[src/rtl/obi_mem_arbiter.sv]
// obi_mem_arbiter: round-robin instr/data OBI arbiter onto one memory port.
// Optional starvation guard enabled by defining OBI_ARB_FAIRNESS_EN.
module obi_mem_arbiter #(
  parameter int unsigned RESP_LAT  = 1,
  parameter int unsigned STALL_MAX = 4
) (
  input  logic        clock,
  input  logic        reset,
  input  logic        instr_req_i,
  input  logic [31:0] instr_addr_i,
  output logic        instr_gnt_o,
  output logic        instr_rvalid_o,
  output logic [31:0] instr_rdata_o,
  input  logic        data_req_i,
  input  logic [31:0] data_addr_i,
  input  logic        data_we_i,
  input  logic [3:0]  data_be_i,
  input  logic [31:0] data_wdata_i,
  output logic        data_gnt_o,
  output logic        data_rvalid_o,
  output logic [31:0] data_rdata_o,
  input  logic        mem_stall_i,
  input  logic [31:0] mem_rdata_i,
  output logic        mem_en_o,
  output logic        mem_we_o,
  output logic [31:0] mem_addr_o,
  output logic [3:0]  mem_be_o,
  output logic [31:0] mem_wdata_o,
  output logic        mem_owner_o
);

  if (RESP_LAT < 1 || RESP_LAT > 7) begin : g_bad_lat
    $error("RESP_LAT out of range 1..7");
  end
  if (STALL_MAX < 1 || STALL_MAX > 15) begin : g_bad_stall
    $error("STALL_MAX out of range 1..15");
  end

  typedef enum logic {
    IDLE = 1'b0,
    RESP = 1'b1
  } state_e;

  state_e      state_q;
  logic [2:0]  cnt_q;
  logic [2:0]  cnt_d;
  logic        owner_q;
  logic        wr_q;
  logic        last_q;
  logic        permit;
  logic        grant;
  logic        pick_data;
  logic        resp_done;
  logic        rvalid;

`ifdef OBI_ARB_FAIRNESS_EN
  logic [3:0]  wait_q;
  logic [3:0]  wait_d;
`endif

  // Grant decision, winner selection and response timing.
  always_comb begin
    cnt_d     = cnt_q + 3'd1;
`ifdef OBI_ARB_FAIRNESS_EN
    wait_d    = wait_q + 4'd1;
    permit    = !mem_stall_i || (wait_q == 4'(STALL_MAX));
`else
    permit    = !mem_stall_i;
`endif
    pick_data = data_req_i && (!instr_req_i || !last_q);
    grant     = (state_q == IDLE) && !reset &&
                (instr_req_i || data_req_i) && permit;
    resp_done = (state_q == RESP) && (cnt_q == 3'(RESP_LAT));
    rvalid    = resp_done && !reset;
  end

  // Memory port and handshake outputs; all zero outside grant/rvalid.
  always_comb begin
    instr_gnt_o    = grant && !pick_data;
    data_gnt_o     = grant && pick_data;
    mem_en_o       = grant;
    mem_owner_o    = grant && pick_data;
    mem_we_o       = 1'b0;
    mem_addr_o     = 32'h0;
    mem_be_o       = 4'h0;
    mem_wdata_o    = 32'h0;
    if (grant) begin
      if (pick_data) begin
        mem_we_o    = data_we_i;
        mem_addr_o  = data_addr_i & 32'hFFFF_FFFC;
        mem_be_o    = data_be_i;
        mem_wdata_o = data_wdata_i;
      end else begin
        mem_addr_o  = instr_addr_i & 32'hFFFF_FFFC;
        mem_be_o    = 4'hF;
      end
    end
    instr_rvalid_o = rvalid && !owner_q;
    data_rvalid_o  = rvalid && owner_q;
    instr_rdata_o  = (instr_rvalid_o && !wr_q) ? mem_rdata_i : 32'h0;
    data_rdata_o   = (data_rvalid_o && !wr_q) ? mem_rdata_i : 32'h0;
  end

  // IDLE/RESP state machine with round-robin pointer and wait counter.
  always_ff @(posedge clock) begin
    if (reset) begin
      state_q <= IDLE;
      cnt_q   <= 3'd0;
      owner_q <= 1'b0;
      wr_q    <= 1'b0;
      last_q  <= 1'b0;
`ifdef OBI_ARB_FAIRNESS_EN
      wait_q  <= 4'd0;
`endif
    end else begin
      unique case (state_q)
        IDLE: begin
          if (grant) begin
            state_q <= RESP;
            cnt_q   <= 3'd1;
            owner_q <= pick_data;
            wr_q    <= pick_data && data_we_i;
            last_q  <= pick_data;
          end
`ifdef OBI_ARB_FAIRNESS_EN
          if (grant) begin
            wait_q <= 4'd0;
          end else if (instr_req_i || data_req_i) begin
            wait_q <= wait_d;
          end
`endif
        end
        RESP: begin
          if (resp_done) begin
            state_q <= IDLE;
            cnt_q   <= 3'd0;
          end else begin
            cnt_q   <= cnt_d;
          end
        end
        default: begin
          state_q <= IDLE;
          cnt_q   <= 3'd0;
        end
      endcase
    end
  end

endmodule
[config.mk]
export PLATFORM = sky130hd
export DESIGN_NAME = obi_mem_arbiter
export DESIGN_NICKNAME = d
export VERILOG_FILES = /design/src/rtl/obi_mem_arbiter.sv
export SDC_FILE = /design/constraint.sdc
export NUM_CORES = 1
export LEC_CHECK = 0
export CAP_MARGIN = 20
export CORE_AREA = 3 3 106 108
export CTS_CLUSTER_SIZE = 25
export DETAILED_ROUTE_END_ITERATION = 10
export DIE_AREA = 0 0 109 111
export GPL_ROUTABILITY_DRIVEN = 1
export MAX_ROUTING_LAYER = met4
export PLACE_DENSITY = 0.69
export SLEW_MARGIN = 0
export SYNTH_ARGS = -nofsm -noshare
export SYNTH_HDL_FRONTEND = slang
export SYNTH_SLANG_ARGS = --single-unit
[constraint.sdc]
create_clock -name clock -period 1.7 [get_ports clock]
set_input_delay 0.34 -clock clock [delete_from_list [all_inputs] [get_ports clock]]
set_output_delay 0.34 -clock clock [all_outputs]
set_load 0.01 [all_outputs]
==> results of run 1 <==
## routing by layer
metal	global-route usage [%]	up-vias
li1	-	1345
met1	21.6	1332
met2	34.2	141
met3	3.03	10
met4	2.44	0
met5	-	-
## worst min path at each step
stage	to	cells past startpoint	slack, ps	start
global placement	wr_q$_SDFFE_PP0P_	1	550	wr_q$_SDFFE_PP0P_
finish	last_q$_SDFFE_PP0P_	3	490	reset
CTS	last_q$_SDFFE_PP0P_	3	580	reset
global route	last_q$_SDFFE_PP0P_	3	520	reset
floorplan	cnt_q[0]$_SDFFE_PP0P_	2	460	cnt_q[0]$_SDFFE_PP0P_
detailed placement	wr_q$_SDFFE_PP0P_	1	560	wr_q$_SDFFE_PP0P_
## power by group through the flow
stage          Clock (mW)  Combinational (mW)  Sequential [mW]
2_1_floorplan           0               0.180            0.161
3_5_place_dp            0               0.681            0.159
6_report            0.219               0.858            0.159
4_1_cts             0.231               0.830            0.159
5_1_grt             0.234               0.911            0.161
3_3_place_gp            0               0.675            0.159
## area by class of cell
cell class | instances | area [um2] | share of cell area [%]
inverter | 6 | 22.5 | 0.419
clock buffer | 3 | 41.3 | 0.768
multi-input combinational | 160 | 1370 | 25.6
tap | 136 | 170 | 3.17
sequential | 6 | 128 | 2.37
timing repair buffer | 358 | 3640 | 67.7
## worst max-delay path: cells and delay by family, from the launching register on
family,cells,cell delay [ps]
simple gates,2,220
buf+inv,7,860
flops,1,350
compound gates,1,180
## stage by stage
stage	util [%]	TNS [ps]	cell area [um2]	power, mW
final	52.1	-42780	5370	1.24
after global placement	42.0	-111290	4340	0.834
after CTS	46.6	-51820	4810	1.22
after detailed placement	42.0	-114260	4340	0.840
after floorplan	-	0	1450	0.341
after global routing	52.1	-52530	5370	1.31
## Yosys cell counts, types with 2 or more instances
master	n
a211oi_1	2
a21o_1	4
a22o_1	30
a32o_1	2
and2_1	97
and3_1	2
buf_2	7
buf_4	7
buf_6	7
dfxtp_1	6
ha_1	2
inv_1	5
nor2_1	3
nor3_2	3
## repair_timing
item                       CTS  global route
setup endpoints to repair  137           138
gates resized for setup    514           266
buffers inserted            46            17
pin swaps                   30            75
cloned                       9             5
## cell families after synthesis
logic type	share of synthesized area, %
AO/OA/AOI/OAI	26.1
adder cells (fa/ha/maj)	1.74
buffers and inverters	13.1
flip-flops	8.33
other	0.260
AND/OR/NAND/NOR	50.4
## sequential cells by signal, summed over array words and instances, names as in the netlist
register  cells
last_q        1
cnt_q         3
wr_q          1
state_q       1
==> metrics.txt, run 1 <==
slack of the critical path -465 ps; crit path from state_q$_SDFF_PP0_; CP Cell Sequence nor3_4 -> buf_4 -> and3_4 -> buf_6 -> buf_12 -> buf_16 -> buf_6 -> buf_6 -> a22o_1 -> buf_2; type of origin of the critical path flop; met1 WL a little under 5 mm; P_int slightly below 0.9 mW; commonest cells after routing, fill and taps aside clkdlybuf4s50_1, buf_6, and2_4; PD cells between 200 and 250 nW/um2; Worst-Skew Late Latency roughly 230 ps; vias in the first global route ~2800; Net Sw Power roughly 0.36 mW; Setup Skew 1.05 ps; Unique masters post-synth 29; Worst setup EP type output pin; # setup viols final around 130; Total Routing Usage GR about a fifth; r2r endpoint last_q$_SDFFE_PP0P_; Switching Fraction 29.1%; fin. max-slew vios 0; CP required between 1000 and 1500 ps; Synth Flop Type dfxtp_1; Post-Syn Area ~1400 um2; Yosys top cell by area and2_1; # hold bufs at CTS 0; metal3 WL 989 um; antenna violations before repair 0; Die Area 12100 um2; most common cell after layout, fill and taps aside clkdlybuf4s50_1; yosys warns 0; CTS tree built; H-tree depth 1; fmax ~0.46 GHz; # nets final 675; GR Overflow Total 0; max incr delay on CP 350 ps; share of the synthesized area in the top cell type ~42%; DR vias/cell around 4.2; failing checks setup timing; CTS sink count 6; Worst Path Class, Setup flop to output pin; Initial Util between 10% and 20%; Post-synth ARST share 0%; CP max stage cell dfxtp_4; first-pass GRT wire length ~17 mm; CTS buffer count 3; Yosys reg bits 6; DRC viols 0; Post-synth EDFFs 0; PortBufs 270; Vias between 2000 and 3000; Clock Root Buffer clkbuf_8; synthesized area per cell approximately 7.5 um2; I/O Pins 277; Fill cells 970; CTS Buffer Depth 2; R2R depth 10; Clock power frac 17.7%; Die Wd 109 um; Gate power share between 60% and 70%; placer congestion estimate 0.930; Reg power frac around an eighth; Tcrit/Tclk final 127%; Synth Instances around 190; Seq/Total Area, Yosys around 8.3%; WHS 494 ps; share of cells above drive strength 1 roughly three fifths; most used cell, CP buf_6; Tmin final 2170 ps; status complete, but fails checks; IR drop worst, VDD ~0.00036 V; reg-to-reg startpoint state_q$_SDFF_PP0_; Final HPWL DP between 8 and 9 mm; Static Leak about 2.6 nW; HP Class input port to flop; routed wire length per instance between 15 and 20 um; Layout area overhead 273%; row count 37; CORE AREA 10300 um2; met2 WL post-DR between 6 and 7 mm; CP arrival roughly 1800 ps; Clock transition at path regs ~40 ps; number of routed nets with antenna violations 0; fin cells about 670; First-pass DRT Iterations 4; die height approximately 110 um; RSZ-0062 raised after global routing yes; Antenna Cells 0; Fin. Hold Viols 0; initial DRC count 135; Setup crit end mem_addr_o[7]; flop2flop setup slack approximately 30 ps; DRT Wirelength around 13 mm; crit-path max FO 4; Placed Cells roughly 600; largest net degree at the start of global routing 33; dpl ws -920 ps; total of max-cap violations 0; Area contributors post-synth and2_1, a22o_1, dfxtp_1; highest metal used met4
No activity file was read; power rests on OpenSTA's default activity.
==> run 2, diff against run 1 <==
==> constraint.sdc (replaced) <==
create_clock -name clock -period 1.7 [get_ports clock]
set_input_delay 0.255 -clock clock [delete_from_list [all_inputs] [get_ports clock]]
set_output_delay 0.255 -clock clock [all_outputs]
set_load 0.01 [all_outputs]
==> run 2 against run 1 <==
Net effect:
- the flow still finishes with violations (setup timing)
- highest routed layer unchanged
- largest cell class unchanged
- worst hold slack better by 96 ps
- cell area is 1.4% lower
- count of clock-buffer cells in the layout stayed put
- non-clock buffer count is 8 higher
- via count is 1.3% higher
==> metrics.txt, run 2 (same netlist as run 1, synthesis figures left out) <==
# hold bufs at CTS 0 (unchanged); IR drop worst, VDD 0.000460 V (was 0.000356 V); met2 Use GR 35.5% (was 34.2%); slack of the critical path -356 ps (was -465 ps); DRT Wirelength 12.5 mm (was 12.6 mm); Final Util 51.3% (was 52.1%); Tmin final 2060 ps (was 2170 ps); WHS 590 ps (was 494 ps); CTS tree built (unchanged); CP Cell Sequence dlygate4sd2_1 -> nor3_4 -> and3_4 -> buf_6 -> buf_12 -> buf_4 -> buf_16 -> buf_4 -> and2_1 -> buf_2 (was nor3_4 -> buf_4 -> and3_4 -> buf_6 -> buf_12 -> buf_16 -> buf_6 -> buf_6 -> a22o_1 -> buf_2); Fill cells 962 (was 970); DRC viols 0 (unchanged); failing checks setup timing (unchanged); Clock Root Buffer clkbuf_8 (unchanged); Worst-Skew Late Latency 230 ps (about the same); GR Overflow Total 0 (unchanged); crit path from reset (was state_q$_SDFF_PP0_); Total Routing Usage GR 19.4% (was 18.7%); commonest cells after routing, fill and taps aside clkdlybuf4s50_1, buf_6, buf_2 (was clkdlybuf4s50_1, buf_6, and2_4); # setup viols final 131 (was 134); flop2flop setup slack 120 ps (was 30 ps); grt met1 use 21.9% (was 21.6%); Biggest register cnt_q (unchanged); total of max-cap violations 0 (unchanged); Initial Util 14.0% (unchanged); PD cells 235 nW/um2 (was 230 nW/um2); CORE AREA 10300 um2 (unchanged); Tcrit/Tclk final 121% (was 127%); Top Usage Layer GRT met2 (unchanged); First-pass DRT Iterations 4 (unchanged); total power 1.25 mW (was 1.24 mW); type of origin of the critical path input port (was flop); Setup crit end mem_wdata_o[30] (was mem_addr_o[7]); routed wire length per instance 18.5 um (was 18.9 um); CP max stage cell dlygate4sd2_1 (was dfxtp_4); CP required 1440 ps (was 1360 ps); vias in the first global route 2924 (was 2819); share of cells above drive strength 1 56.2% (was 60.6%); CTS sink count 6 (unchanged); RSZ-0062 raised after global routing yes (unchanged); Worst Path Class, Setup input port to output pin (was flop to output pin); CTS buffer count 3 (unchanged); first-pass GRT wire length 17.7 mm (was 17.1 mm); met3 GRT Util 3.67% (was 3.03%); largest net degree at the start of global routing 33 (unchanged); initial DRC count 139 (was 135); CTS Buffer Depth 2 (unchanged); Fin. Hold Viols 0 (unchanged); PortBufs 270 (unchanged); CP arrival 1800 ps (was 1830 ps); Static Leak 2.63 nW (was 2.61 nW); # nets final 683 (was 675); Clock transition at path regs 30 ps (was 40 ps); placer congestion estimate 0.932 (was 0.930); Setup Skew 4.30 ps (was 1.05 ps); fmax 0.486 GHz (was 0.462 GHz); Final HPWL DP 8.01 mm (was 8.05 mm); reg-to-reg startpoint state_q$_SDFF_PP0_ (unchanged); row count 37 (unchanged); I/O Pins 277 (unchanged); DR vias/cell 4.23 (about the same); R2R depth 9 (was 10); H-tree depth 1 (unchanged); die height 111 um (unchanged); Worst setup EP type output pin (unchanged); HP Class input port to flop (unchanged); Vias 2865 (was 2828); r2r endpoint last_q$_SDFFE_PP0P_ (unchanged); crit-path max FO 6 (was 4); most used cell, CP buf_4 (was buf_6); number of routed nets with antenna violations 0 (unchanged); Die Area 12100 um2 (unchanged); most common cell after layout, fill and taps aside clkdlybuf4s50_1 (unchanged); Largest register FFs 3 (unchanged); antenna violations before repair 0 (unchanged); max incr delay on CP 280 ps (was 350 ps); Antenna Cells 0 (unchanged); Layout area overhead 268% (was 273%); fin. max-slew vios 0 (unchanged); Die Wd 109 um (unchanged); status complete, but fails checks (unchanged)
[run 2: cell types whose count changed in the layout (fill, tap and decap cells not counted), sizes merged]
cell           before  now
buf               222  230
clkbuf              8    4
clkdlybuf4s15       1    3
dlygate4sd2         1    3
[run 2: repair_timing]
item	in CTS	in global routing
setup endpoints to repair	137	137
gates cloned	13	2
gates resized for setup	607	130
pin swaps	31	37
setup buffers	60	10
[run 2: power by group]
group,total [mW],switching [mW],leakage (nW),internal [mW]
Combinational,0.864,0.282,2.55,0.582
Clock,0.222,0.0693,0.0216,0.153
Sequential,0.159,0.00878,0.0509,0.150
[run 2: stage by stage]
step / cell area [um2] / cells / TNS (ps) / setup slack, ps
final: 5300 / 677 / -33210 / -356
after global routing: 5300 / 677 / -43570 / -447
after CTS: 4940 / 671 / -28230 / -491
after detailed placement: 4340 / 596 / -90510 / -755
after global placement: 4340 / 596 / -87750 / -755
after floorplan: 1450 / 193 / 0 / 199
[run 2: worst min-delay path by stage]
stage / startpoint / to / slack, ps / cells past startpoint
after floorplan: data_we_i / wr_q$_SDFFE_PP0P_ / 380 / 1
after global placement: wr_q$_SDFFE_PP0P_ / wr_q$_SDFFE_PP0P_ / 550 / 1
after detailed placement: wr_q$_SDFFE_PP0P_ / wr_q$_SDFFE_PP0P_ / 570 / 1
after CTS: reset / last_q$_SDFFE_PP0P_ / 580 / 3
after global routing: reset / last_q$_SDFFE_PP0P_ / 610 / 3
final: reset / last_q$_SDFFE_PP0P_ / 590 / 3
[run 2: final cells by class]
type	count	area, um2	share of cell area (%)
tap	136	170	3.21
clock buffer	3	41.3	0.779
sequential	6	128	2.41
timing repair buffer	366	3630	68.4
multi-input combinational	160	1310	24.7
inverter	6	22.5	0.425
[run 2: per-layer routing]
metal | vias to the layer above | share of wire [%]
met5 | - | 0
met4 | 0 | 1.4
met3 | 14 | 9.0
met2 | 152 | 53
met1 | 1341 | 37
li1 | 1358 | -
[run 2: critical path, delay by kind of cell]
family | cells | cell delay (ps)
buf+inv | 7 | 980
simple gates | 3 | 560
==> run 3, diff against run 2 <==
--- a/config.mk
+++ b/config.mk
@@ -5,7 +5,6 @@
 export SDC_FILE = /design/constraint.sdc
 export NUM_CORES = 1
 export LEC_CHECK = 0
-export CAP_MARGIN = 20
 export CORE_AREA = 3 3 106 108
 export CTS_CLUSTER_SIZE = 25
 export DETAILED_ROUTE_END_ITERATION = 10
@@ -17,3 +16,4 @@
 export SYNTH_ARGS = -nofsm -noshare
 export SYNTH_HDL_FRONTEND = slang
 export SYNTH_SLANG_ARGS = --single-unit
+export TNS_END_PERCENT = 30
==> run 3 against run 2 <==
Net effect:
- the run still ends with setup timing left
- maximum frequency up 1.6%
- die area unchanged
- register-to-register slack better by 90 ps
- routed wire length down 3.0%
- clock power up 2%
- cell area down 10%
- combinational power down 6.9%
- critical path depth down 1
- sequential cell count unchanged
- sequential share of layout area up 0.32 points
==> metrics.txt, run 3 (same netlist as run 1, synthesis figures left out) <==
Vias 2704 (was 2865); Final Util 46.2% (was 51.3%); number of routed nets with antenna violations 0 (unchanged); max incr delay on CP 360 ps (was 280 ps); Fin. Hold Viols 0 (unchanged); Antenna Cells 0 (unchanged); Fill cells 1017 (was 962); IR drop worst, VDD 0.000438 V (was 0.000460 V); most used cell, CP buf_6 (was buf_4); most common cell after layout, fill and taps aside clkdlybuf4s50_1 (unchanged); slack of the critical path -323 ps (was -356 ps); Clock transition at path regs 40 ps (was 30 ps); placer congestion estimate 0.932 (unchanged); H-tree depth 1 (unchanged); failing checks setup timing (unchanged); area of the multi-input gates 1240 um2 (was 1310 um2); Tcrit/Tclk final 119% (was 121%); Reg power frac 13.4% (was 12.8%); DR vias/cell 4.13 (was 4.23); placed inst area 4340 um2 (unchanged); type of origin of the critical path flop (was input port); register area 130 um2 (was 128 um2); CP Cell Sequence nand2_2 -> and3_4 -> buf_6 -> buf_12 -> buf_8 -> buf_6 -> buf_6 -> a22o_1 -> buf_2 (was dlygate4sd2_1 -> nor3_4 -> and3_4 -> buf_6 -> buf_12 -> buf_4 -> buf_16 -> buf_4 -> and2_1 -> buf_2); Setup Skew 1.19 ps (was 4.30 ps); GR Overflow Total 0 (unchanged); dpl ws -755 ps (unchanged); fin cells 654 (was 677); PD cells 249 nW/um2 (was 235 nW/um2); total power 1.19 mW (was 1.25 mW); CP required 1440 ps (about the same); CTS buffer count 3 (unchanged); DRC viols 0 (unchanged); DRT Wirelength 12.1 mm (was 12.5 mm); Switching Fraction 29.3% (was 28.9%); Tmin final 2020 ps (was 2060 ps); PortBufs 270 (unchanged); Gate power share 67.6% (was 69.4%); antenna violations before repair 0 (unchanged); commonest cells after routing, fill and taps aside clkdlybuf4s50_1, buf_2, and2_1 (was clkdlybuf4s50_1, buf_6, buf_2); row count 37 (unchanged); Clock Root Buffer clkbuf_8 (unchanged); crit-path max FO 5 (was 6); highest metal used met4 (unchanged); fin. max-slew vios 0 (unchanged); Initial Util 14.0% (unchanged); Largest register FFs 3 (unchanged); CTS tree built (unchanged); Total Routing Usage GR 18.2% (was 19.4%); P_int 0.841 mW (was 0.885 mW); vias in the first global route 2755 (was 2924); Biggest register cnt_q (unchanged); Worst setup EP type output pin (unchanged); initial DRC count 116 (was 139); # nets final 660 (was 683); met2 WL post-DR 6.51 mm (was 6.59 mm); HP Class input port to flop (unchanged); share of cells above drive strength 1 49.2% (was 56.2%); die height 111 um (unchanged); first-pass GRT wire length 16.7 mm (was 17.7 mm); total of max-cap violations 0 (unchanged); post-route cell area 4770 um2 (was 5300 um2); I/O Pins 277 (unchanged); # hold bufs at CTS 0 (unchanged); Worst Path Class, Setup flop to output pin (was input port to output pin); Placed Cells 596 (unchanged); routed wire length per instance 18.6 um (was 18.5 um); largest net degree at the start of global routing 33 (unchanged); status complete, but fails checks (unchanged); setup tns final -24430 ps (was -33210 ps); CTS Buffer Depth 2 (unchanged); CORE AREA 10300 um2 (unchanged); RSZ-0062 raised after global routing yes (unchanged); metal3 WL 1.13 mm (was 1.12 mm); Layout area overhead 231% (was 268%); Static Leak 2.42 nW (was 2.63 nW); # setup viols final 129 (was 131); CP max stage cell dfxtp_4 (was dlygate4sd2_1); Die Wd 109 um (unchanged); WHS 554 ps (was 590 ps); Die Area 12100 um2 (unchanged); CP arrival 1770 ps (was 1800 ps); First-pass DRT Iterations 4 (unchanged); met1 WL 4.45 mm (was 4.64 mm); CTS sink count 6 (unchanged); fmax 0.494 GHz (was 0.486 GHz); Net Sw Power 0.349 mW (was 0.360 mW); Final HPWL DP 8.01 mm (unchanged); Worst-Skew Late Latency 230 ps (about the same); Clock power frac 19.0% (was 17.8%)
run 3: cell types whose count changed in the layout (fill, tap and decap cells not counted), sizes merged:
cell,previous run,this run
buf,230,206
clkbuf,4,7
clkdlybuf4s15,3,2
dlygate4sd2,3,2
run 3: worst max-delay path, delay by kind of cell, from the launching register on:
family	cells	cell delay, ps
AO/OA/AOI/OAI	1	220
buffers and inverters	6	740
flip-flops	1	360
AND/OR/NAND/NOR	2	230
run 3: area by class of cell:
cell class / instances / share of cell area (%)
Multi-Input combinational cell: 160 / 26.1
Inverter: 6 / 0.472
Clock buffer: 3 / 0.866
Sequential cell: 6 / 2.73
Tap cell: 136 / 3.57
Timing Repair Buffer: 343 / 66.3
run 3: final timing paths:
check	startpoint	end	slack [ps]	cells past startpoint
min	reset	last_q$_SDFFE_PP0P_	550	3
max reg2reg	state_q$_SDFF_PP0_	last_q$_SDFFE_PP0P_	210	8
max	last_q$_SDFFE_PP0P_	mem_addr_o[22]	-320	9
min reg2reg	cnt_q[2]$_SDFFE_PP0P_	cnt_q[2]$_SDFFE_PP0P_	660	3
run 3: per-layer routing:
layer	global-route usage, %	vias to the layer above
met1	20.4	1254
met3	2.97	6
met2	34.4	140
met5	-	-
met4	1.68	0
li1	-	1304
run 3: power groups by stage:
stage	combinational (mW)	clock [mW]	sequential [mW]
after floorplan	0.180	0	0.161
after global placement	0.675	0	0.159
after detailed placement	0.680	0	0.159
after CTS	0.781	0.230	0.160
after global routing	0.856	0.244	0.160
final	0.804	0.227	0.159
run 3: timing repair:
item,4_1_cts,5_1_grt
setup buffers,32,21
pin swaps,38,37
gates cloned,10,4
setup endpoints to repair,137,136
resized for setup,611,71
